==> config.mk <==
export PLATFORM = sky130hd
export DESIGN_NAME = instruction_fetch_unit_flat
export DESIGN_NICKNAME = d
export VERILOG_FILES = /design/src/rtl/instruction_fetch_unit_if.sv /design/src/rtl/instruction_fetch_unit.sv /design/src/flat_wrapper.sv
export SDC_FILE = /design/constraint.sdc
export NUM_CORES = 1
export LEC_CHECK = 0
export BUFFER_PORTS_ARGS = -buffer_cell sky130_fd_sc_hd__buf_2
export CAP_MARGIN = 20
export CORE_MARGIN = 1
export CORE_UTILIZATION = 53
export DETAILED_ROUTE_END_ITERATION = 6
export GPL_TIMING_DRIVEN = 0
export MAX_ROUTING_LAYER = met4
export PLACE_DENSITY = 0.85
export SLEW_MARGIN = 20
export SYNTH_ARGS = -nofsm -noshare
export SYNTH_HDL_FRONTEND = slang
export SYNTH_SLANG_ARGS = --single-unit
==> constraint.sdc <==
create_clock -name clk -period 2.9 [get_ports clk]
set_input_delay 0.29 -clock clk [delete_from_list [all_inputs] [get_ports clk]]
set_output_delay 0.29 -clock clk [all_outputs]
set_load 0.1 [all_outputs]
==> src/rtl/instruction_fetch_unit_if.sv <==
// rtl/instruction_fetch_unit_if.sv - fetch unit bus: imem request/response, decode handoff, redirect
interface instruction_fetch_unit_if;
  logic        redirect_valid;
  logic [31:0] redirect_pc;
  logic        imem_req_valid;
  logic        imem_req_ready;
  logic [31:0] imem_req_addr;
  logic        imem_resp_valid;
  logic [31:0] imem_resp_data;
  logic        instr_valid;
  logic        instr_ready;
  logic [31:0] instr;
  logic [31:0] instr_pc;

  // master: the fetch unit; slave: memory plus decode/branch side
  modport master (
    input  redirect_valid, redirect_pc,
    output imem_req_valid, imem_req_addr,
    input  imem_req_ready, imem_resp_valid, imem_resp_data,
    output instr_valid, instr, instr_pc,
    input  instr_ready
  );

  modport slave (
    output redirect_valid, redirect_pc,
    input  imem_req_valid, imem_req_addr,
    output imem_req_ready, imem_resp_valid, imem_resp_data,
    input  instr_valid, instr, instr_pc,
    output instr_ready
  );
endinterface

==> src/rtl/instruction_fetch_unit.sv <==
// rtl/instruction_fetch_unit.sv - PC holder and single-outstanding instruction fetcher
module instruction_fetch_unit #(
  parameter logic [31:0] RESET_PC  = 32'h0000_0000,
  parameter logic [31:0] NOP_INSTR = 32'h0000_0013
) (
  input  logic                          clk,
  input  logic                          reset_n,
  instruction_fetch_unit_if.master      bus
);

  typedef enum logic [1:0] {
    S_REQ  = 2'd0,
    S_WAIT = 2'd1,
    S_HOLD = 2'd2
  } state_t;

  state_t      state;
  logic [31:0] pc;
  logic [31:0] instr_q;
  logic [31:0] instr_pc_q;
  logic        instr_valid_q;
  logic        req_q;
  logic        drop;
  logic [31:0] target;
  logic        unused_pc_bits;

  assign target         = {bus.redirect_pc[31:2], 2'b00};
  assign unused_pc_bits = ^bus.redirect_pc[1:0];

  // Request is masked during reset so nothing is issued in the reset cycle itself.
  assign bus.imem_req_valid = req_q & reset_n;
  assign bus.imem_req_addr  = pc;
  assign bus.instr_valid    = instr_valid_q;
  assign bus.instr          = instr_q;
  assign bus.instr_pc       = instr_pc_q;

  always_ff @(posedge clk) begin
    if (!reset_n) begin
      state         <= S_REQ;
      pc            <= {RESET_PC[31:2], 2'b00};
      drop          <= 1'b0;
      req_q         <= 1'b1;
      instr_valid_q <= 1'b0;
      instr_q       <= NOP_INSTR;
      instr_pc_q    <= 32'h0;
    end else begin
      case (state)
        S_REQ: begin
          if (bus.redirect_valid) begin
            pc <= target;
            if (bus.imem_req_ready) begin
              state <= S_WAIT;
              req_q <= 1'b0;
              drop  <= 1'b1;
            end
          end else if (bus.imem_req_ready) begin
            state <= S_WAIT;
            req_q <= 1'b0;
          end
        end
        S_WAIT: begin
          if (bus.redirect_valid) begin
            pc <= target;
            if (bus.imem_resp_valid) begin
              drop  <= 1'b0;
              state <= S_REQ;
              req_q <= 1'b1;
            end else begin
              drop <= 1'b1;
            end
          end else if (bus.imem_resp_valid) begin
            state <= (drop) ? S_REQ : S_HOLD;
            req_q <= drop;
            if (drop) begin
              drop <= 1'b0;
            end else begin
              instr_q       <= bus.imem_resp_data;
              instr_pc_q    <= pc;
              pc            <= pc + 32'd4;
              instr_valid_q <= 1'b1;
            end
          end
        end
        S_HOLD: begin
          // A redirect discards the held word even if decode takes it this cycle.
          if (bus.redirect_valid || bus.instr_ready) begin
            if (bus.redirect_valid) begin
              pc <= target;
            end
            instr_valid_q <= 1'b0;
            instr_q       <= NOP_INSTR;
            state         <= S_REQ;
            req_q         <= 1'b1;
          end
        end
        default: begin
          state <= S_REQ;
          req_q <= 1'b1;
        end
      endcase
    end
  end

endmodule

==> src/flat_wrapper.sv <==
// flat-port wrapper written by rule: the top's interface ports become plain ports
module instruction_fetch_unit_flat 
#(
  parameter logic [31:0] RESET_PC  = 32'h0000_0000,
  parameter logic [31:0] NOP_INSTR = 32'h0000_0013
)
  (clk, reset_n, bus_redirect_valid, bus_redirect_pc, bus_imem_req_valid, bus_imem_req_addr, bus_imem_req_ready, bus_imem_resp_valid, bus_imem_resp_data, bus_instr_valid, bus_instr, bus_instr_pc, bus_instr_ready);
  instruction_fetch_unit_if bus_i ();
  input  logic clk;
  input  logic reset_n;
  input wire logic [$bits(bus_i.redirect_valid)-1:0] bus_redirect_valid;
  input wire logic [$bits(bus_i.redirect_pc)-1:0] bus_redirect_pc;
  output wire logic [$bits(bus_i.imem_req_valid)-1:0] bus_imem_req_valid;
  output wire logic [$bits(bus_i.imem_req_addr)-1:0] bus_imem_req_addr;
  input wire logic [$bits(bus_i.imem_req_ready)-1:0] bus_imem_req_ready;
  input wire logic [$bits(bus_i.imem_resp_valid)-1:0] bus_imem_resp_valid;
  input wire logic [$bits(bus_i.imem_resp_data)-1:0] bus_imem_resp_data;
  output wire logic [$bits(bus_i.instr_valid)-1:0] bus_instr_valid;
  output wire logic [$bits(bus_i.instr)-1:0] bus_instr;
  output wire logic [$bits(bus_i.instr_pc)-1:0] bus_instr_pc;
  input wire logic [$bits(bus_i.instr_ready)-1:0] bus_instr_ready;
  assign bus_i.redirect_valid = bus_redirect_valid;
  assign bus_i.redirect_pc = bus_redirect_pc;
  assign bus_imem_req_valid = bus_i.imem_req_valid;
  assign bus_imem_req_addr = bus_i.imem_req_addr;
  assign bus_i.imem_req_ready = bus_imem_req_ready;
  assign bus_i.imem_resp_valid = bus_imem_resp_valid;
  assign bus_i.imem_resp_data = bus_imem_resp_data;
  assign bus_instr_valid = bus_i.instr_valid;
  assign bus_instr = bus_i.instr;
  assign bus_instr_pc = bus_i.instr_pc;
  assign bus_i.instr_ready = bus_instr_ready;
  instruction_fetch_unit #(.RESET_PC(RESET_PC), .NOP_INSTR(NOP_INSTR)) u_core (.clk(clk), .reset_n(reset_n), .bus(bus_i));
endmodule
## Yosys cells after proc, flatten, opt, wreduce, memory -nomap -nowiden

Index checks and enable logic that the tools add are counted.

- Multiplexer cells: 35
- Reduce and logical (&&, ||, !) cells: 10
- $add $sub $neg: 1
- Equal/unequal tests: 10
- Bitwise logic cells: 3

Operators by type and width:

| cell | count |
|---|---|
| 32-bit 2-to-1 mux | 9 |
| 32-bit one-hot mux with 3 select lines | 1 |
| 32-bit one-hot mux with 2 select lines | 1 |
| 32-bit by 3-bit adder with 32-bit output (second input constant) | 1 |
| 1-bit 2-to-1 mux | 14 |
| 2-bit 2-to-1 mux | 6 |
| 4-bit AND reduction | 3 |
| 2-bit inequality test (second input constant) | 5 |
| 3-bit inequality test (second input constant) | 2 |
| 2-bit one-hot mux with 3 select lines | 1 |
| 5-bit AND reduction | 1 |
| 1-bit one-hot mux with 2 select lines | 2 |
| 2-bit nonzero test | 2 |
| 1-bit one-hot mux with 3 select lines | 1 |
| 3-bit AND reduction | 1 |
| 3-bit nonzero test | 1 |
| 2-bit by 1-bit equality test with 1-bit output (second input constant) | 1 |
| 2-bit equality test (second input constant) | 1 |
| 2-bit logical NOT | 1 |
| 2-bit by 1-bit inequality test with 1-bit output (second input constant) | 1 |
| 1-bit NOT | 2 |
| 1-bit bitwise AND | 1 |
| 1-bit logical OR | 1 |

- Output and inout bits: 98
- Logic and storage cells: 66
- Input bits: 70
- Register bits: 101

## Depth between registers and ports, before layout

Gate-level depths: netlist (run 1).

- Depth after elaboration: 5
- Gate-level depth with buffers: 8
- Mapped depth without buffers: 6

## Least setup slack after synthesis (run 1)

Ideal clock, no wire load.

- Kind: register -> register
- Start point: reg u_core.pc[2] (netlist: u_core.bus.imem_req_addr[2])
- End point: reg u_core.pc[26] (netlist: u_core.bus.imem_req_addr[26])
- Stages on the path, launching flop included: 7
- Data arrival time: 2.453 ns
- Period minus slack after synthesis: 2.572 ns
- Path buffers: 0
- Required time: 2.780 ns
- Library setup time: 0.120 ns
- Slack: 0.328 ns
- Path through: dfxtp_1 ha_1 nand4_1 nor3_2 nand3_1 and3_1 o31a_1

- Word-level cells in the longest chain between the ends: 5

Ends and longest elaborated chain:

| item | line | source |
|---|---|---|
| from (decl) | instruction_fetch_unit.sv:18 | `logic [31:0] pc;` |
| from (signal assigned) | instruction_fetch_unit.sv:40 | `pc <= {RESET_PC[31:2], 2'b00};` |
| from (signal assigned) | instruction_fetch_unit.sv:50 | `pc <= target;` |
| from (signal assigned) | instruction_fetch_unit.sv:63 | `pc <= target;` |
| 32-bit by 3-bit adder with 32-bit output | instruction_fetch_unit.sv:79 | `pc <= pc + 32'd4;` |
| 32-bit 2-to-1 mux | instruction_fetch_unit.sv:74 | `if (drop) begin` |
| 32-bit 2-to-1 mux | instruction_fetch_unit.sv:71 | `end else if (bus.imem_resp_valid) begin` |
| 32-bit 2-to-1 mux | instruction_fetch_unit.sv:62 | `if (bus.redirect_valid) begin` |
| 32-bit one-hot mux with 3 select lines | instruction_fetch_unit.sv:47 | `case (state)` |

Every way passes these cells. The select of a mux whose other input is x is not followed.
A chain may end at the register's enable or synchronous reset.

## Final worst setup path (run 1)

- Start point: in reset_n
- End point: out bus_imem_req_valid

- Word-level cells in the longest chain between the ends: 1

Ends and longest elaborated chain:

| item | line | source |
|---|---|---|
| from (decl) | flat_wrapper.sv:10 | `input logic reset_n;` |
| 1-bit bitwise AND | instruction_fetch_unit.sv:31 | `assign bus.imem_req_valid = req_q & reset_n;` |
| to (decl) | flat_wrapper.sv:13 | `output wire logic [$bits(bus_i.imem_req_valid)-1:0] bus_imem_req_valid;` |

Every way passes these cells.

==> impl_metrics.json, run 1 <==
{
  "status": "finished clean",
  "n_antenna_cell": 0,
  "drt-wirelength-per-cell_um": 16.4,
  "crit_arrival_ns": 1.95,
  "path_clk_slew_ns": 0.10,
  "grtUsageTotal": 0.324,
  "synth_common_cells": "nand2_1 (121), dfxtp_1 (97), a21boi_0 (61)",
  "synthArstFlopShare": 0,
  "synth_area_leaders": "dfxtp_1 (42%), a21boi_0 (10%), nand2_1 (9.9%), nand3_1 (5.0%), nor2_1 (2.9%)",
  "viasPerCell": 5.80,
  "slowest_delay_ns": 0.46,
  "syn_to_final_growth_pct": 25.8,
  "worst_slew_pin_slew_ns": 0.677,
  "cts_tree": "built",
  "core-area_um2": 8300,
  "dr.max_layer_used": "met4",
  "p_leak_nw": 2.44,
  "yosys_warnings": 0,
  "maxClockFrequency_mhz": 446,
  "dpl.hpwl_um": 10500,
  "yosysMostFrequentCell": "nand2_1",
  "crit_path_cell_trace": "buf_2, clkbuf_1, clkbuf_1, and2_1, buf_2",
  "crit_fanout": 10,
  "cts-htree-levels": 3,
  "grt_pass1_vias": 4742,
  "r2r_cells": 7,
  "startpoint_type": "input pin",
  "numClockSinks": 97,
  "rrSetupSlack_ns": 0.73,
  "grt_max_degree": 17,
  "yosysTopAreaCell": "dfxtp_1",
  "critPathRequiredTime_ns": 2.61,
  "num_rows": 33,
  "hold_end": "u_core.bus.instr[23]$_SDFFE_PN0P_",
  "rsz0062_at_grt": "false",
  "vias": 5005,
  "routed_wl_um": 14100,
  "hold_start": "bus_imem_resp_data[23]",
  "maxCapViolCount": 0,
  "ir_worst_vdd_v": 0.000344,
  "totalPowerFinal_w": 0.00326,
  "slew_headroom": 0.545,
  "die_width_um": 95.0,
  "grt_pass1_wl_um": 22100,
  "cts_buffers": 9,
  "place.gp.congestion": 0.984,
  "critPathTopFamily": "buffers and inverters",
  "setup_tns_ns": 0,
  "die_area_um2": 9020,
  "ys_seq_elements": 97,
  "worstSetupEndpointType": "output port",
  "hold_viol_final": 0,
  "synth_edf_count": 0,
  "start_util": 0.552,
  "synthCells": 579,
  "drc": 0,
  "cp_num_buf_inv": 4,
  "final_nets": 824,
  "avgSynthCellArea_um2": 7.92,
  "dr_wl_met3_um": 1130,
  "ctsHoldBuffers": 0,
  "min_path_type": "in2reg",
  "ctsResizeCount": 0,
  "skew_ns": 0.00954,
  "power_density_nw_per_um2": 566,
  "wl_met2_um": 6790,
  "finalCriticalPeriod_ns": 2.24,
  "first_pass_iters": 5,
  "cts_root_buf": "clkbuf_8",
  "syn-cell-area_um2": 4580,
  "cts_buffer_depth": 2,
  "ant_nets": 0,
  "postCtsSetupBuffers": 0,
  "r2r_end": "u_core.bus.imem_req_addr[2]$_SDFFE_PN0P_",
  "ys_seq_area_frac": 0.424,
  "m1WireLength_um": 5970,
  "antenna_found_initial": 0,
  "min_period_over_period": 0.774,
  "drt-initial-drc-count": 385,
  "r2r-start": "u_core.state[0]$_SDFFE_PN0P_",
  "clk-insertion-delay-late_ns": 0.35,
  "yosysTopAreaCellShare": 0.424,
  "io_buffer_count": 160,
  "setup_viol_count_final": 0,
  "worstHoldPathCells": 3,
  "num_io_pins": 168,
  "overflow": 0,
  "cp_slowest_cell": "clkbuf_1",
  "final_util": 0.695,
  "yosysUniqueCellTypes": 60,
  "die_h_um": 95.0,
  "drive_gt1_frac": 0.286,
  "crit_type": "in2out",
  "ys.flop_type": "dfxtp_1",
  "drv_slew": 0
}
==> cell families (layout without fill, tap and decap cells) <==
logic type / after synthesis / in the layout / share of synthesized area
compound gates: 155 / 155 / 0.235
buf+inv: 57 / 233 / 0.0560
flops: 97 / 97 / 0.424
fa+ha+maj: 1 / 1 / 0.00273
simple gates: 267 / 267 / 0.279
mux: 1 / 1 / 0.00218
other cells: 1 / 4 / 0.000818
==> registers in the layout, indices dropped and copies added (netlist names) <==
name	flops
u_core.state	2
u_core.bus.imem_req_addr	30
u_core.bus.instr	32
u_core.req_q	1
u_core.bus.instr_valid	1
u_core.bus.instr_pc	30
u_core.drop	1
==> worst max path at each step <==
stage               depth (start not counted)                                   endpoint                                     start
floorplan                                   6  u_core.bus.imem_req_addr[26]$_SDFFE_PN0P_  u_core.bus.imem_req_addr[2]$_SDFFE_PN0P_
global placement                            5                         bus_imem_req_valid                                   reset_n
detailed placement                          5                         bus_imem_req_valid                                   reset_n
CTS                                         5                         bus_imem_req_valid                                   reset_n
global route                                6  u_core.bus.imem_req_addr[26]$_SDFFE_PN0P_  u_core.bus.imem_req_addr[2]$_SDFFE_PN0P_
finish                                      5                         bus_imem_req_valid                                   reset_n
==> report_power, final <==
group          internal (W)  switching (W)
Sequential          0.00139      0.0000640
Clock              0.000540       0.000491
Combinational      0.000169       0.000611
Total               0.00210        0.00117
==> worst min-delay path, stage by stage <==
cell and delay, ns:
buf_2 0.09, nand2_1 0.04, a21boi_0 0.06
==> final cells by class <==
| class | count | area (um2) |
|---|---|---|
| Inverter | 6 | 22.5 |
| Sequential cell | 97 | 1940 |
| Clock buffer | 11 | 151 |
| Buffer | 51 | 234 |
| Fill cell | 717 | 2530 |
| Tap cell | 105 | 131 |
| Timing Repair Buffer | 160 | 801 |
| Multi-Input combinational cell | 428 | 2400 |
| Clock inverter | 5 | 86.3 |
==> per-stage QoR <==
step	setup WS [ns]	hold WS, ns	area (um2)	std cells
2_1_floorplan	0.328	0.435	4590	582
3_3_place_gp	0.682	0.446	5530	847
3_5_place_dp	0.704	0.455	5530	847
4_1_cts	0.691	0.165	5760	863
5_1_grt	0.561	0.172	5760	863
6_report	0.656	0.169	5760	863
==> layer usage <==
layer / vias up / GRT usage
met5: - / -
met4: 0 / 0.122
met3: 33 / 0.0588
met2: 279 / 0.525
met1: 2318 / 0.401
li1: 2375 / -
==> cells in the final DEF (no fill, tap or decap), types with 4 or more instances in the layout <==
master / n
nand3_1: 46
o21ai_0: 24
a211oi_1: 5
a21oi_1: 23
buf_2: 182
nand4_1: 11
clkbuf_8: 11
nor3_1: 4
nor3b_1: 4
a21boi_0: 61
and3_1: 8
nand2b_1: 4
conb_1: 4
buf_4: 4
dfxtp_1: 97
nor3_2: 4
and2_1: 4
nor4_1: 4
inv_1: 6
clkbuf_1: 20
o211ai_1: 4
buf_1: 5
nor2_1: 35
nand2_1: 121
(Power assumes the default switching activity.)
==> run 2: changes to the inputs <==
--- a/config.mk
+++ b/config.mk
@@ -8,11 +8,11 @@
 export BUFFER_PORTS_ARGS = -buffer_cell sky130_fd_sc_hd__buf_2
 export CAP_MARGIN = 20
 export CORE_MARGIN = 1
-export CORE_UTILIZATION = 53
+export CORE_UTILIZATION = 50
 export DETAILED_ROUTE_END_ITERATION = 6
 export GPL_TIMING_DRIVEN = 0
 export MAX_ROUTING_LAYER = met4
-export PLACE_DENSITY = 0.85
+export PLACE_DENSITY = 0.81
 export SLEW_MARGIN = 20
 export SYNTH_ARGS = -nofsm -noshare
 export SYNTH_HDL_FRONTEND = slang
==> constraint.sdc (replaced) <==
create_clock -name clk -period 2.2 [get_ports clk]
set_input_delay 0.22 -clock clk [delete_from_list [all_inputs] [get_ports clk]]
set_output_delay 0.22 -clock clk [all_outputs]
set_load 0.1 [all_outputs]
==> run 2 against run 1 <==
Against the previous run:
- via count decreased by 0.36%
- routed wire length increased by 0.75%
- non-clock buffer count increased by 1
- sequential share of layout area increased by 0.35 points
- register-to-register slack got worse by 0.60 ns
- clock skew increased by 0.00081 ns
- the flow now finishes with violations (DRC)
- total power increased by 27%
- critical path type is now reg2reg
- critical path depth increased by 2
- highest routed layer unchanged
- hold slack got worse by 0.075 ns
- clock power increased by 17%
- critical endpoint is now u_core.bus.imem_req_addr[12]$_SDFFE_PN0P_
==> impl_metrics.json, run 2 (synthesis gave the netlist of run 1 again) <==
{
  "status": "finished with violations",
  "violations": "DRC",
  "die_area_um2": 9550,
  "drt-wirelength-per-cell_um": 16.4,
  "m1WireLength_um": 6050,
  "ir_worst_vdd_v": 0.000425,
  "syn_to_final_growth_pct": 26.2,
  "startpoint_type": "flop",
  "num_rows": 34,
  "p_leak_nw": 2.46,
  "critPathCapture": "u_core.bus.imem_req_addr[12]$_SDFFE_PN0P_",
  "drt-initial-drc-count": 364,
  "routed_wl_um": 14200,
  "worstSetupEndpointType": "flop",
  "grt_pass1_vias": 4784,
  "cts_buffer_depth": 2,
  "rsz0062_at_grt": "false",
  "vias": 4987,
  "path_clk_slew_ns": 0.09,
  "drv_slew": 0,
  "regArea_um2": 1970,
  "cts_tree": "built",
  "ant_nets": 0,
  "seqPwrFrac": 0.463,
  "critPathRequiredTime_ns": 2.46,
  "antenna_found_initial": 0,
  "power_density_nw_per_um2": 717,
  "maxClockFrequency_mhz": 483,
  "clock_power_share": 0.288,
  "place_area_um2": 5560,
  "wl_met2_um": 6720,
  "slew_headroom": 0.525,
  "num_io_pins": 168,
  "worstHoldPathCells": 3,
  "rrSetupSlack_ns": 0.13,
  "final_nets": 825,
  "place.gp.congestion": 0.933,
  "maxCapViolCount": 0,
  "hold_viol_final": 0,
  "nFillCells": 793,
  "largest_register_ffs": 32,
  "r2r-start": "u_core.state[0]$_SDFFE_PN0P_",
  "grt_pass1_wl_um": 23200,
  "finalCriticalPeriod_ns": 2.07,
  "worst_slew_pin_slew_ns": 0.706,
  "setup_viol_count_final": 0,
  "numClockSinks": 97,
  "die_h_um": 97.7,
  "min_path_type": "in2reg",
  "drc": 22,
  "crit_fanout": 10,
  "setup_tns_ns": 0,
  "viasPerCell": 5.75,
  "dpl.hpwl_um": 10400,
  "grtUsageTotal": 0.313,
  "dr.max_layer_used": "met4",
  "core-area_um2": 8810,
  "final_cell_area_um2": 5780,
  "cts_buffers": 9,
  "grt_max_degree": 17,
  "r2r_cells": 7,
  "r2r_end": "u_core.bus.imem_req_addr[12]$_SDFFE_PN0P_",
  "overflow": 0,
  "cp-startpoint": "u_core.state[0]$_SDFFE_PN0P_",
  "n_antenna_cell": 0,
  "cts_root_buf": "clkbuf_8",
  "cts-htree-levels": 3,
  "crit_type": "reg2reg",
  "start_util": 0.520,
  "min_period_over_period": 0.941,
  "power.share.switching": 0.369,
  "dr_wl_met3_um": 1190,
  "comb_power_share": 0.248,
  "first_pass_iters": 7,
  "io_buffer_count": 160,
  "drive_gt1_frac": 0.316,
  "mostFrequentLayoutCell": "buf_2",
  "power.switching_w": 0.00153,
  "mostFrequentLayoutCells": "buf_2 (182), nand2_1 (121), dfxtp_1 (78)",
  "die_width_um": 97.7,
  "multi_input_area_um2": 2410,
  "intPower_w": 0.00262,
  "skew_ns": 0.0103,
  "clk-insertion-delay-late_ns": 0.37,
  "crit_arrival_ns": 2.33
}
## run 2: critical path, stage by stage, from the launching register on
cell,delay (ns)
dfxtp_1,0.30
buf_2,0.16
and3b_1,0.18
o21ai_0,0.17
clkbuf_1,0.46
buf_2,0.35
a21oi_1,0.07
o221a_2,0.27
## run 2: metal layers
layer | vias up | GRT usage
met1 | 2313 | 0.384
met4 | 0 | 0.135
met3 | 28 | 0.0608
li1 | 2373 | -
met5 | - | -
met2 | 273 | 0.502
## run 2: timing repair
action	CTS	global route
setup buffers	0	1
hold buffers	0	0
setup endpoints to repair	0	10
resized for setup	0	5
## run 2: stage by stage
step	instances	worst slack, ns	hold slack [ns]	utilization	power, W
floorplan	582	0.0220	0.365	-	0.00274
global placement	850	0.0977	0.447	0.631	0.00296
detailed placement	850	0.0581	0.453	0.631	0.00298
CTS	866	0.0414	0.0791	0.654	0.00416
global route	867	0.00961	0.0880	0.657	0.00430
finish	867	0.130	0.0935	0.657	0.00415
## run 2: layout make-up
cell class	count	share of cell area
multi-input cells	428	0.416
flip-flops and latches	97	0.340
repair buffers	161	0.140
plain buffers	51	0.0409
clock buffers	10	0.0238
well taps	108	0.0234
clock inverters	6	0.0117
inverters	6	0.00390
## run 2: how the worst min path moves through the flow
stage	from	end
3_5_place_dp	u_core.bus.instr_pc[28]$_SDFFE_PN0P_	u_core.bus.instr_pc[28]$_SDFFE_PN0P_
4_1_cts	bus_imem_resp_data[3]	u_core.bus.instr[3]$_SDFFE_PN0P_
3_3_place_gp	u_core.bus.instr_pc[10]$_SDFFE_PN0P_	u_core.bus.instr_pc[10]$_SDFFE_PN0P_
2_1_floorplan	bus_imem_resp_data[10]	u_core.bus.instr[10]$_SDFFE_PN0P_
6_report	bus_imem_resp_data[3]	u_core.bus.instr[3]$_SDFFE_PN0P_
5_1_grt	bus_imem_resp_data[30]	u_core.bus.instr[30]$_SDFFE_PN0P_
## run 2: power groups by stage
stage / combinational [W] / clock (W) / sequential [W]
after floorplan: 0.000314 / 0 / 0.00243
after global placement: 0.00101 / 0 / 0.00195
after detailed placement: 0.00102 / 0 / 0.00196
after CTS: 0.00102 / 0.00122 / 0.00192
after global routing: 0.00108 / 0.00129 / 0.00193
final: 0.00103 / 0.00120 / 0.00192
